<file path="config.mk">
export PLATFORM = sky130hd
export DESIGN_NAME = v_upd_issue
export DESIGN_NICKNAME = d
export VERILOG_FILES = /design/src/rtl/v_upd_issue.sv
export SDC_FILE = /design/constraint.sdc
export NUM_CORES = 1
export LEC_CHECK = 0
export ABC_CLOCK_PERIOD_IN_PS = 7000
export BUFFER_PORTS_ARGS = -buffer_cell sky130_fd_sc_hd__buf_2
export CORE_AREA = 8 8 128 130
export CTS_CLUSTER_DIAMETER = 150
export DETAILED_ROUTE_END_ITERATION = 8
export DIE_AREA = 0 0 136 138
export PLACE_DENSITY = 0.87
export SYNTH_ARGS = -nofsm -noshare
export SYNTH_HDL_FRONTEND = slang
export SYNTH_SLANG_ARGS = --single-unit
</file>
<file path="constraint.sdc">
create_clock -name clk -period 7 [get_ports clk]
set_input_delay 0.35 -clock clk [delete_from_list [all_inputs] [get_ports clk]]
set_output_delay 0.35 -clock clk [all_outputs]
set_load 0.1 [all_outputs]
</file>
<file path="src/rtl/v_upd_issue.sv">
// Update-bus issue stage: host command FIFO feeding a registered, non-backpressured update bus.
// Define V_UPD_ISSUE_HAZARD_EN to space same-product issues by at least HAZARD_N idle cycles.
package v_pkg;
  typedef logic [7:0]  id_t;
  typedef logic [1:0]  cmd_t;
  typedef logic [15:0] key_t;
  typedef logic [7:0]  size_t;
endpackage

module v_upd_issue #(
  parameter int unsigned DEPTH    = 4,
  parameter int unsigned HAZARD_N = 4
) (
  input  logic          clk,
  input  logic          rst_n,
  input  logic          i_cmd_vld,
  output logic          o_cmd_rdy,
  input  v_pkg::id_t    i_cmd_prod_id,
  input  v_pkg::cmd_t   i_cmd_cmd,
  input  v_pkg::key_t   i_cmd_key,
  input  v_pkg::size_t  i_cmd_size,
  input  logic          i_upd_hold,
  output logic          o_upd_vld_r,
  output v_pkg::id_t    o_upd_prod_id_r,
  output v_pkg::cmd_t   o_upd_cmd_r,
  output v_pkg::key_t   o_upd_key_r,
  output v_pkg::size_t  o_upd_size_r,
  output logic          o_empty_r,
  output logic [31:0]   o_issue_cnt_r,
  output logic [15:0]   o_stall_cnt_r
);
  localparam int unsigned AW = $clog2(DEPTH);

  typedef struct packed {
    v_pkg::id_t   id;
    v_pkg::cmd_t  cmd;
    v_pkg::key_t  key;
    v_pkg::size_t size;
  } ent_t;

  ent_t           mem [DEPTH];
  ent_t           head;
  logic [AW-1:0]  wptr_r, rptr_r;
  logic [AW:0]    cnt_r, cnt_nxt;
  logic           full, empty, push, issue, hazard;

  assign full      = (cnt_r == (AW+1)'(DEPTH));
  assign empty     = (cnt_r == '0);
  assign o_cmd_rdy = ~full;
  assign push      = i_cmd_vld & ~full;
  assign head      = mem[rptr_r];
  assign issue     = ~empty & ~i_upd_hold & ~hazard;

  always_comb begin
    cnt_nxt = cnt_r;
    if (push && !issue)      cnt_nxt = cnt_r + 1'b1;
    else if (!push && issue) cnt_nxt = cnt_r - 1'b1;
  end

  always_ff @(posedge clk) begin
    if (push) mem[wptr_r] <= '{id: i_cmd_prod_id, cmd: i_cmd_cmd, key: i_cmd_key, size: i_cmd_size};
  end

  always_ff @(posedge clk or negedge rst_n) begin
    if (!rst_n) begin
      wptr_r          <= '0;
      rptr_r          <= '0;
      cnt_r           <= '0;
      o_upd_vld_r     <= 1'b0;
      o_upd_prod_id_r <= '0;
      o_upd_cmd_r     <= '0;
      o_upd_key_r     <= '0;
      o_upd_size_r    <= '0;
      o_empty_r       <= 1'b1;
      o_issue_cnt_r   <= '0;
    end else begin
      cnt_r       <= cnt_nxt;
      o_upd_vld_r <= issue;
      // Empty only when nothing is buffered and nothing is about to appear on the bus.
      o_empty_r   <= (cnt_nxt == '0) && !issue;
      if (push) wptr_r <= wptr_r + 1'b1;
      if (issue) begin
        rptr_r          <= rptr_r + 1'b1;
        o_upd_prod_id_r <= head.id;
        o_upd_cmd_r     <= head.cmd;
        o_upd_key_r     <= head.key;
        o_upd_size_r    <= head.size;
        o_issue_cnt_r   <= o_issue_cnt_r + 1'b1;
      end
    end
  end

`ifdef V_UPD_ISSUE_HAZARD_EN
  logic [HAZARD_N-1:0] hist_vld_r;
  v_pkg::id_t          hist_id_r [HAZARD_N];

  always_comb begin
    hazard = 1'b0;
    for (int unsigned i = 0; i < HAZARD_N; i++)
      if (hist_vld_r[i] && (hist_id_r[i] == head.id)) hazard = 1'b1;
  end

  // Slot 0 receives this cycle's issue (or a bubble); older slots age toward HAZARD_N-1.
  always_ff @(posedge clk or negedge rst_n) begin
    if (!rst_n) begin
      hist_vld_r <= '0;
      for (int unsigned i = 0; i < HAZARD_N; i++) hist_id_r[i] <= '0;
    end else begin
      hist_vld_r[0] <= issue;
      hist_id_r[0]  <= head.id;
      for (int unsigned i = 1; i < HAZARD_N; i++) begin
        hist_vld_r[i] <= hist_vld_r[i-1];
        hist_id_r[i]  <= hist_id_r[i-1];
      end
    end
  end

  always_ff @(posedge clk or negedge rst_n) begin
    if (!rst_n)
      o_stall_cnt_r <= '0;
    else if (!empty && !i_upd_hold && hazard && (o_stall_cnt_r != '1))
      o_stall_cnt_r <= o_stall_cnt_r + 1'b1;
  end
`else
  assign hazard        = 1'b0;
  assign o_stall_cnt_r = '0;
`endif

endmodule

</file>
==> metrics.yaml <==
run_status:
  status: "finished, final reports clean"
sta:
  grt_setup_unrepaired: "no"
  relSlewSlack_pct: 32.5
  tightest_slew_ns: 1.01
  finalHoldViolCount: 0
  fin_crit_sh_pct: 34.6
  post-route-min-period_ns: 2.42
  report.final.slew_viol_count: 0
  fin_skew_ns: 0.0149
  tns_ns: 0
  holdWs_ns: 0.0121
  max_freq_ghz: 0.413
  setup_viol: 0
  layout_setup_ws_ns: 4.58
placed_design:
  dp_hpwl_mm: 10.5
  dp_slack_ns: 4.53
  post_dp_cell_area_sq_mm: 0.00901
  gp_congestion: 0.771
  io_buffers: 106
route:
  drt_wl_total_mm: 16.7
  wl_per_cell_microns: 21.8
  vias: 4362
  via_per_inst: 5.68
  drc: 0
  dr.pass1.iters: 5
  ant_nets: 0
  drtIter0Drc: 338
synth:
  synth_common_cells: "136 x edfxtp_1, 74 x dfrtp_1, 35 x mux2_2"
  netlist.area_leader.share_pct: 48.6
  ys.flop_type: "edfxtp_1"
  seq_area_frac_synth_pct: 71.0
  ys_ff_latch: 211
  synth-edff-count: 136
  synth_top_family_by_area: "multiplexers"
  synth-simple-area-share_pct: 6.20
  yosysMostFrequentCell: "edfxtp_1"
  syn_avg_cell_area_sq_um: 18.3
  synth_compound_area_share_pct: 0.775
  synth_cell_types: 38
  ys.warnings.count: 0
  synth_fa_ha_area_share_pct: 1.19
  async_reset_ff_share_pct: 35.5
  syn_area_sq_mm: 0.00840
  yosys-top-cells-area: "edfxtp_1 49%, dfrtp_1 22%, mux4_2 9.1%, mux2_2 4.7%, xor2_1 2.2%"
  syn_inst: 459
  synth_mux_area_share_pct: 13.8
  synth_xor_area_share_pct: 3.75
  yosys.area.top_type: "edfxtp_1"
global_route:
  grt.total_usage_pct: 17.7
  grt_pass1_wl_mm: 26.0
  antenna_found_initial: 1
  grt_pass1_vias: 4598
  grt-ovfl-total: 0
  grt_max_degree: 76
worst_setup_path:
  critPathKind: "flop to flop"
  reg2reg_slack_ns: 4.58
  r2r-end: "o_issue_cnt_r[1]"
  r2r_cells: 6
  required_ns: 7.36
  crit_arrival_ns: 2.78
  worstReg2RegStart: "cnt_r[0]"
  cp-start-kind: "flop"
  cp_max_fo: 23
  end_kind: "flop"
final_layout:
  seq_area_sq_mm: 0.00596
  drive_above_1_share_pct: 39.7
  n_fill_cell: 945
  stdcell_area_sq_mm: 0.00965
  multi_input_area_sq_mm: 0.00223
  diodes: 0
  area_growth_pct: 14.9
  final_nets: 615
hold_path:
  hold_class: "input port to asynchronous set/reset pin"
clock_tree:
  clk_latency_ns: 0.49
  htree_levels: 1
  cts_buffer_depth: 3
  cts_tree: "yes"
  holdBufCountCts: 0
  path_clk_slew_ns: 0.07
  numCtsBuffers: 21
  cts_resized: 0
  cts_root_buf: "clkbuf_16"
  cts_setup_buffers: 0
  cts_sinks: 211
die:
  initial_core_util_pct: 58.7
  chipHeight_microns: 138
  die_w_microns: 136
  die_area_sq_mm: 0.0188
  core_sq_mm: 0.0143
  fp-row-count: 44
  pin_count: 123
job:
  max_cap_violations: 0
-- per-layer routing --
metal	global-route usage, %	vias up	part of all wire, %
met5	0	-	0.054
met3	3.91	24	8.1
met1	22.1	2234	39
li1	-	1934	-
met2	30.6	168	51
met4	3.99	2	1.9
-- registers in the layout, summed over array words and instances (netlist names) --
name and count:
cnt_r 3, mem 136, o_upd_cmd_r 2, o_upd_prod_id_r 8
o_upd_size_r 8, o_issue_cnt_r 32, o_upd_vld_r 1, wptr_r 2
rptr_r 2, o_empty_r 1, o_upd_key_r 16
-- through the flow --
step	util, %	instances
after floorplan	-	474
after global placement	62.9	730
after detailed placement	62.9	730
after CTS	67.4	768
after global routing	67.4	768
final	67.4	768
-- worst max-delay path: stages, from the launching register on --
cell and delay [ns]:
dfrtp_1 0.41, inv_1 0.10, ha_1 0.27, nor2b_4 0.19, nor2_4 0.51, buf_4 0.44, mux2_2 0.38
-- layout by cell type (no fill, tap or decap), drive strengths merged, types with 2 or more instances in the layout --
cell / n
a21oi: 2
and2: 4
and3: 5
and4: 3
buf: 108
clkbuf: 26
clkinv: 9
conb: 16
dfrtp: 74
edfxtp: 136
ha: 8
inv: 10
mux2: 35
mux4: 34
nand2: 16
nand3: 13
nand4: 6
nor2: 8
nor3: 6
nor4: 13
o211ai: 2
or3: 2
xnor2: 15
xor2: 21
-- how the worst max path moves through the flow --
stage	startpoint	endpoint	slack (ns)
4_1_cts	cnt_r[0]	mem[3][18]	4.52
6_report	cnt_r[0]	o_issue_cnt_r[1]	4.58
3_5_place_dp	cnt_r[0]	mem[3][12]	4.53
5_1_grt	cnt_r[0]	mem[3][18]	4.44
2_1_floorplan	o_issue_cnt_r[0]	o_issue_cnt_r[22]	4.65
3_3_place_gp	cnt_r[0]	mem[0][12]	4.70
-- cell families after synthesis --
logic type                 Yosys count
muxes                               69
other                                1
AOI/OAI and AO/OA                    9
adders and majority gates            8
and+or+nand+nor                     80
xor gates and xnor gates            36
DFF                                211
buffers and inverters               45
-- final cells by class --
type	instances	share of cell area, %
multi-input cells	218	23.1
clock inverters	12	0.933
clock buffers	26	5.74
repair buffers	108	5.68
inverters	9	0.350
flip-flops and latches	211	61.8
well taps	184	2.38
Power is left out: the tool's default activity adds up to more than one toggle a clock period on the data nets, which glitch-free logic cannot reach.
